**src/rtl/arm_ctrl_pkg.sv**
```systemverilog
// Shared encodings and pipeline-register layouts for the ARM pipeline controller.
package arm_ctrl_pkg;

  localparam int ALU_W = 3;

  localparam logic [ALU_W-1:0] ALU_ADD = 3'b000;
  localparam logic [ALU_W-1:0] ALU_SUB = 3'b001;
  localparam logic [ALU_W-1:0] ALU_AND = 3'b010;
  localparam logic [ALU_W-1:0] ALU_ORR = 3'b011;

  localparam logic [3:0] CMD_AND = 4'b0000;
  localparam logic [3:0] CMD_SUB = 4'b0010;
  localparam logic [3:0] CMD_ADD = 4'b0100;
  localparam logic [3:0] CMD_CMP = 4'b1010;
  localparam logic [3:0] CMD_ORR = 4'b1100;

  typedef enum logic [1:0] {
    OP_DP   = 2'b00,
    OP_MEM  = 2'b01,
    OP_BR   = 2'b10,
    OP_NONE = 2'b11
  } op_e;

  typedef enum logic [3:0] {
    COND_EQ = 4'b0000, COND_NE = 4'b0001, COND_CS = 4'b0010, COND_CC = 4'b0011,
    COND_MI = 4'b0100, COND_PL = 4'b0101, COND_VS = 4'b0110, COND_VC = 4'b0111,
    COND_HI = 4'b1000, COND_LS = 4'b1001, COND_GE = 4'b1010, COND_LT = 4'b1011,
    COND_GT = 4'b1100, COND_LE = 4'b1101, COND_AL = 4'b1110, COND_NV = 4'b1111
  } cond_e;

  typedef struct packed {
    logic             pcsrc;
    logic             regwrite;
    logic             memtoreg;
    logic             memwrite;
    logic [ALU_W-1:0] aluctl;
    logic             alusrc;
    logic             branch;
    logic [1:0]       flagw;
    logic [3:0]       cond;
  } ctrl_t;

  typedef struct packed {
    logic pcsrc;
    logic regwrite;
    logic memtoreg;
    logic memwrite;
  } mem_t;

  typedef struct packed {
    logic pcsrc;
    logic regwrite;
    logic memtoreg;
  } wb_t;

endpackage

```
**src/rtl/cond_check.sv**
```systemverilog
// Execute-stage condition evaluation against the NZCV flags, plus flag-write gating.
module cond_check
  import arm_ctrl_pkg::*;
(
  input  logic [3:0] cond,
  input  logic [3:0] flags,
  input  logic [1:0] flagw,
  output logic       condex,
  output logic [1:0] flag_wr
);

  logic n_s, z_s, c_s, v_s;
  assign {n_s, z_s, c_s, v_s} = flags;

  // Condition-code truth table; NV never executes.
  always_comb begin
    condex = 1'b0;
    case (cond_e'(cond))
      COND_EQ: condex = z_s;
      COND_NE: condex = ~z_s;
      COND_CS: condex = c_s;
      COND_CC: condex = ~c_s;
      COND_MI: condex = n_s;
      COND_PL: condex = ~n_s;
      COND_VS: condex = v_s;
      COND_VC: condex = ~v_s;
      COND_HI: condex = c_s & ~z_s;
      COND_LS: condex = ~c_s | z_s;
      COND_GE: condex = (n_s == v_s);
      COND_LT: condex = (n_s != v_s);
      COND_GT: condex = ~z_s & (n_s == v_s);
      COND_LE: condex = z_s | (n_s != v_s);
      COND_AL: condex = 1'b1;
      default: condex = 1'b0;
    endcase
  end

  assign flag_wr = flagw & {2{condex}};

endmodule

```
**src/rtl/pipeline_controller.sv**
```systemverilog
// Control unit of the 5-stage ARM core: decode, D->E->M->W control pipeline and NZCV flags.
module pipeline_controller
  import arm_ctrl_pkg::*;
#(
  parameter logic [3:0] FLAGS_RST = 4'b0000,
  parameter int         ALUCTL_W  = 3
) (
  input  logic                clk,
  input  logic                reset,
  input  logic [31:0]         InstrD,
  input  logic [3:0]          ALUFlagsE,
  input  logic                FlushE,
  output logic [1:0]          RegSrcD,
  output logic [1:0]          ImmSrcD,
  output logic                ALUSrcE,
  output logic [ALUCTL_W-1:0] ALUControlE,
  output logic                BranchTakenE,
  output logic                MemWriteM,
  output logic                MemtoRegW,
  output logic                PCSrcW,
  output logic                RegWriteW,
  output logic                RegWriteM,
  output logic                MemtoRegE,
  output logic                PCWrPendingF
);

  ctrl_t      ctrl_dec, de_d, de_q;
  mem_t       em_d, em_q;
  wb_t        mw_d, mw_q;
  logic [3:0] flags_d, flags_q;
  logic       cond_ex;
  logic [1:0] flag_wr;
  logic [5:0] funct;
  logic       unused_instr_bits;

  assign funct             = InstrD[25:20];
  assign unused_instr_bits = ^{InstrD[19:16], InstrD[11:0]};

  // Instruction decode; undefined data-processing commands and op=11 fall through as NOPs.
  always_comb begin
    ctrl_dec      = '0;
    ctrl_dec.cond = InstrD[31:28];
    RegSrcD       = 2'b00;
    ImmSrcD       = 2'b00;
    case (op_e'(InstrD[27:26]))
      OP_DP: begin
        ctrl_dec.alusrc = funct[5];
        case (funct[4:1])
          CMD_ADD: begin ctrl_dec.aluctl = ALU_ADD; ctrl_dec.regwrite = 1'b1; ctrl_dec.flagw = {2{funct[0]}}; end
          CMD_SUB: begin ctrl_dec.aluctl = ALU_SUB; ctrl_dec.regwrite = 1'b1; ctrl_dec.flagw = {2{funct[0]}}; end
          CMD_AND: begin ctrl_dec.aluctl = ALU_AND; ctrl_dec.regwrite = 1'b1; ctrl_dec.flagw = {funct[0], 1'b0}; end
          CMD_ORR: begin ctrl_dec.aluctl = ALU_ORR; ctrl_dec.regwrite = 1'b1; ctrl_dec.flagw = {funct[0], 1'b0}; end
          CMD_CMP: begin ctrl_dec.aluctl = ALU_SUB; ctrl_dec.flagw = 2'b11; end
          default: ctrl_dec.aluctl = ALU_ADD;
        endcase
      end
      OP_MEM: begin
        ImmSrcD         = 2'b01;
        ctrl_dec.alusrc = 1'b1;
        ctrl_dec.aluctl = funct[3] ? ALU_ADD : ALU_SUB;
        if (funct[0]) begin
          ctrl_dec.regwrite = 1'b1;
          ctrl_dec.memtoreg = 1'b1;
        end else begin
          RegSrcD           = 2'b10;
          ctrl_dec.memwrite = 1'b1;
        end
      end
      OP_BR: begin
        RegSrcD         = 2'b01;
        ImmSrcD         = 2'b10;
        ctrl_dec.alusrc = 1'b1;
        ctrl_dec.aluctl = ALU_ADD;
        ctrl_dec.branch = 1'b1;
      end
      default: ctrl_dec.alusrc = 1'b0;
    endcase
    ctrl_dec.pcsrc = ((InstrD[15:12] == 4'hF) & ctrl_dec.regwrite) | ctrl_dec.branch;
  end

  cond_check u_cond_check (
    .cond    (de_q.cond),
    .flags   (flags_q),
    .flagw   (de_q.flagw),
    .condex  (cond_ex),
    .flag_wr (flag_wr)
  );

  // Next-state for every pipeline stage; E->M side effects are squashed by a failed condition.
  always_comb begin
    de_d          = FlushE ? '0 : ctrl_dec;
    em_d.pcsrc    = de_q.pcsrc & cond_ex;
    em_d.regwrite = de_q.regwrite & cond_ex;
    em_d.memwrite = de_q.memwrite & cond_ex;
    em_d.memtoreg = de_q.memtoreg;
    mw_d.pcsrc    = em_q.pcsrc;
    mw_d.regwrite = em_q.regwrite;
    mw_d.memtoreg = em_q.memtoreg;
    flags_d[3:2]  = flag_wr[1] ? ALUFlagsE[3:2] : flags_q[3:2];
    flags_d[1:0]  = flag_wr[0] ? ALUFlagsE[1:0] : flags_q[1:0];
  end

  // Pipeline and flag registers; reset discards everything in flight.
  always_ff @(posedge clk or negedge reset) begin
    if (!reset) begin
      de_q    <= '0;
      em_q    <= '0;
      mw_q    <= '0;
      flags_q <= FLAGS_RST;
    end else begin
      de_q    <= de_d;
      em_q    <= em_d;
      mw_q    <= mw_d;
      flags_q <= flags_d;
    end
  end

  assign ALUSrcE      = de_q.alusrc;
  assign ALUControlE  = ALUCTL_W'(de_q.aluctl);
  assign MemtoRegE    = de_q.memtoreg;
  assign BranchTakenE = de_q.branch & cond_ex;
  assign MemWriteM    = em_q.memwrite;
  assign RegWriteM    = em_q.regwrite;
  assign MemtoRegW    = mw_q.memtoreg;
  assign PCSrcW       = mw_q.pcsrc;
  assign RegWriteW    = mw_q.regwrite;
  assign PCWrPendingF = ctrl_dec.pcsrc | de_q.pcsrc | em_q.pcsrc;

endmodule
```
**config.mk**
```make
export PLATFORM = sky130hd
export DESIGN_NAME = pipeline_controller
export DESIGN_NICKNAME = d
export VERILOG_FILES = /design/src/rtl/arm_ctrl_pkg.sv /design/src/rtl/cond_check.sv /design/src/rtl/pipeline_controller.sv
export SDC_FILE = /design/constraint.sdc
export NUM_CORES = 1
export LEC_CHECK = 0
export ABC_AREA = 1
export BUFFER_PORTS_ARGS = -buffer_cell sky130_fd_sc_hd__buf_2
export CORE_MARGIN = 2
export CORE_UTILIZATION = 45
export CTS_BUF_LIST = sky130_fd_sc_hd__clkbuf_4 sky130_fd_sc_hd__clkbuf_8 sky130_fd_sc_hd__clkbuf_16
export DETAILED_ROUTE_END_ITERATION = 8
export PLACE_DENSITY = 0.76
export REMOVE_ABC_BUFFERS = 1
export SLEW_MARGIN = 20
export SYNTH_ARGS = -nofsm -noshare
export SYNTH_HDL_FRONTEND = slang
export SYNTH_SLANG_ARGS = --single-unit
export TNS_END_PERCENT = 5
```
**constraint.sdc**
```tcl
create_clock -name clk -period 2.52 [get_ports clk]
set_clock_uncertainty 0.15 [all_clocks]
set_input_delay 0.378 -clock clk [delete_from_list [all_inputs] [get_ports clk]]
set_output_delay 0.378 -clock clk [all_outputs]
set_load 0.005 [all_outputs]
```
==> flow_summary.toml <==
[route]
wl_per_cell_microns = 9.566
viasPerCell = 4.781
drt-total-wl_microns = 2181
vias = 1090
ant_nets = 0
drtIter0Drc = 40
drc_errors = 0
dr.pass1.iters = 6

[finish]
final_layout_size_suffix_gt1_frac = 0.2538
fillers = 271
area_growth_pct = 17.29
fin_nets = 243
multi_input_area_sq_um = 534.3
regArea_sq_um = 625.6
diodes = 0
fin_area_sq_um = 1519

[timing]
period_needed_ps = 2218
tightestPinTransition_ps = 512.5
fmax_mhz = 450.9
rsz0062_at_grt = "false"
hold_viol = 0
period_share = 0.8801
setup_tns_ps = 0
finalSetupViolCount = 0
timing.slew.headroom = 0.6583
slew_violations = 0

[place]
gp_congestion = 0.8004
placed_area_sq_um = 1478
numPortBuffers = 37
dp_hpwl_microns = 1779

[clock_tree]
cts_made_buffers = 3
tritoncts = "yes"
cts_sinks = 25
htree_num_levels = 1
root_buffer = "clkbuf_4"
clk_pin_slew_worst_paths_ps = 140
clock_latency_ps = 310
clockBufferDepth = 2

[power_and_ir_drop]
p_leak_nw = 0.9235
switchingPower_w = 0.0003038
p_sw_frac = 0.3358
irDropWorstVdd_uv = 362.8
p_seq_frac = 0.532
internal-power_w = 0.0006009
clock_power_share = 0.204
power_density_nw_per_um2 = 595.6
combPwrFrac = 0.264
total_power_w = 0.0009047

[synth]
synth_top_family_by_area = "simple AND/OR/NAND/NOR gates"
syn_area_sq_um = 1295
synthMuxAreaShare = 0
yosys.area_share.simple = 0.3005
synth_cells = 161
synth.area.top_cells = "dfrtp_1 (48%), nand2_1 (13%), inv_1 (7.0%), ha_1 (5.8%), nand3_1 (5.8%)"
synthDistinctLibCells = 25
syn_avg_cell_area_sq_um = 8.043
synth.largest_area_cell = "dfrtp_1"
synthTopCellsByCount = "nand2_1 (44), dfrtp_1 (25), inv_1 (24)"
synthAdderAreaFrac = 0.05797
ys_warn_count = 0
synth-edff-count = 0
synth.yosys.seq_area_share = 0.4831
synth.most_common_cell = "nand2_1"
synthFlopType = "dfrtp_1"
synthXorXnorAreaFrac = 0
async_reset_ff_frac = 1.000
synth_top_area_share = 0.4831
synth_seq_cells = 25
synth_compound_area_frac = 0.05121

[die]
die-height_microns = 57.65
ios = 55
placementRows = 19
initial_core_util = 0.4737
core_area_sq_um = 2734
die_w_microns = 57.65
die_area_sq_um = 3323

[setup_path]
cpPeakStageDelay_ps = 440
cp_cell_sequence = "inv_1, nand2_1, nand2_1, nand2_1, nand2_1, nand2_1, nand2_1, nand3_4, nand2_1, inv_1, buf_2"
critPathMostFrequentCell = "nand2_1"
cp_top_family = "simple AND/OR/NAND/NOR gates"
critPathRequiredTime_ps = 1990
critPathMaxFanout = 10
critPathLaunchType = "flip-flop"
critPathSlowestCell = "dfrtp_1"
path_class = "flip-flop to output pin"
crit_arrival_ps = 1690
cp-end-kind = "output pin"
crit_buf_inv = 3

[global_routing]
grt_overflow = 0
grt_max_degree = 26
antenna_found_initial = 0
grt_first_pass_wirelength_microns = 3877
grt_use_total = 0.1482
grt_pass1_vias = 983

[job]
maxCapViolCount = 0

[status]
run_status = "completed"

[min_path]
hp-class = "input pin to flip-flop"
==> flip-flops by register name, indices dropped and copies added, names as in the netlist <==
register     count
RegWriteM        1
ALUControlE      2
de_q            10
RegWriteW        1
em_q             2
flags_q          4
ALUSrcE          1
PCSrcW           1
MemtoRegW        1
MemtoRegE        1
MemWriteM        1
==> kinds of logic (layout without fill, tap and decap cells) <==
| group | after synthesis | in the layout |
|---|---|---|
| buffers and inverters | 31 | 67 |
| AO/OA/AOI/OAI | 11 | 11 |
| flip-flops | 25 | 25 |
| other | 1 | 1 |
| adder cells (fa/ha/maj) | 6 | 6 |
| AND/OR/NAND/NOR | 87 | 87 |
==> worst reg2reg max path: stages (launching register included) <==
cell     delay, ps
dfrtp_1        440
inv_1          100
nand2_1         70
nand2_1         90
nand2_1         70
nand2_1         70
nand2_1         50
nand2_1        110
nand3_4        150
nand2_2         90
nand2_1         60
nand2_1         60
==> placed cells by master, fill, tap and decap left out, drive strengths merged <==
cell type	n
dlygate4sd3	1
a31o	1
nor3	1
nor2	18
ha	6
nor4	1
nand3b	1
dfrtp	25
nand3	17
o21ai	2
nor3b	1
a31oi	1
inv	26
a211oi	1
clkbuf	3
buf	37
a21oi	6
nand2	47
and3	1
conb	1
==> area by class of cell <==
cell class | count | share of cell area
inverters | 25 | 0.06178
repair buffers | 38 | 0.1285
clock inverters | 1 | 0.005766
flip-flops and latches | 25 | 0.4119
well taps | 31 | 0.02554
multi-input cells | 105 | 0.3517
clock buffers | 3 | 0.01483
==> worst paths after layout <==
path | start | end | slack [ps] | depth (start not counted)
max | flags_q[3] | BranchTakenE | 300 | 11
min | InstrD[31] | de_q[3] | 90 | 3
max reg2reg | flags_q[3] | flags_q[2] | 970 | 11
min reg2reg | em_q[1] | MemtoRegW | 220 | 0
max in group asynchronous | reset | flags_q[0] | 1470 | 2
min in group asynchronous | reset | de_q[14] | 410 | 2
==> what timing repair did <==
action                    in CTS  in global routing
resized for setup              0                  0
hold buffers                   1                  0
hold endpoints to repair      25                  0
setup buffers                  0                  0
==> power by group through the flow <==
stage               clock (W)  combinational, W  sequential [W]
detailed placement          0          0.000241        0.000490
floorplan                   0          0.000168        0.000481
finish               0.000184          0.000239        0.000482
global placement            0          0.000235        0.000489
CTS                  0.000191          0.000244        0.000482
global route         0.000206          0.000278        0.000489
==> metal layers <==
metal | vias up | global-route usage | share of wire
met1 | 493 | 0.1802 | 0.41
li1 | 566 | - | -
met3 | 2 | 0.006696 | 0.042
met4 | 0 | 0.06977 | 0.012
met5 | - | 0 | 0
met2 | 29 | 0.2695 | 0.53
==> metrics by stage <==
| stage | setup slack, ps | util | std cells | hold slack (ps) |
|---|---|---|---|---|
| 2_1_floorplan | 915.9 | - | 155 | -67.59 |
| 3_3_place_gp | 614.7 | 0.5405 | 223 | 183.2 |
| 3_5_place_dp | 593.6 | 0.5405 | 223 | 186.5 |
| 4_1_cts | 288.2 | 0.5556 | 228 | 77.20 |
| 5_1_grt | 145.8 | 0.5556 | 228 | 86.68 |
| 6_report | 302.2 | 0.5556 | 228 | 91.50 |
(Power assumes the default switching activity.)
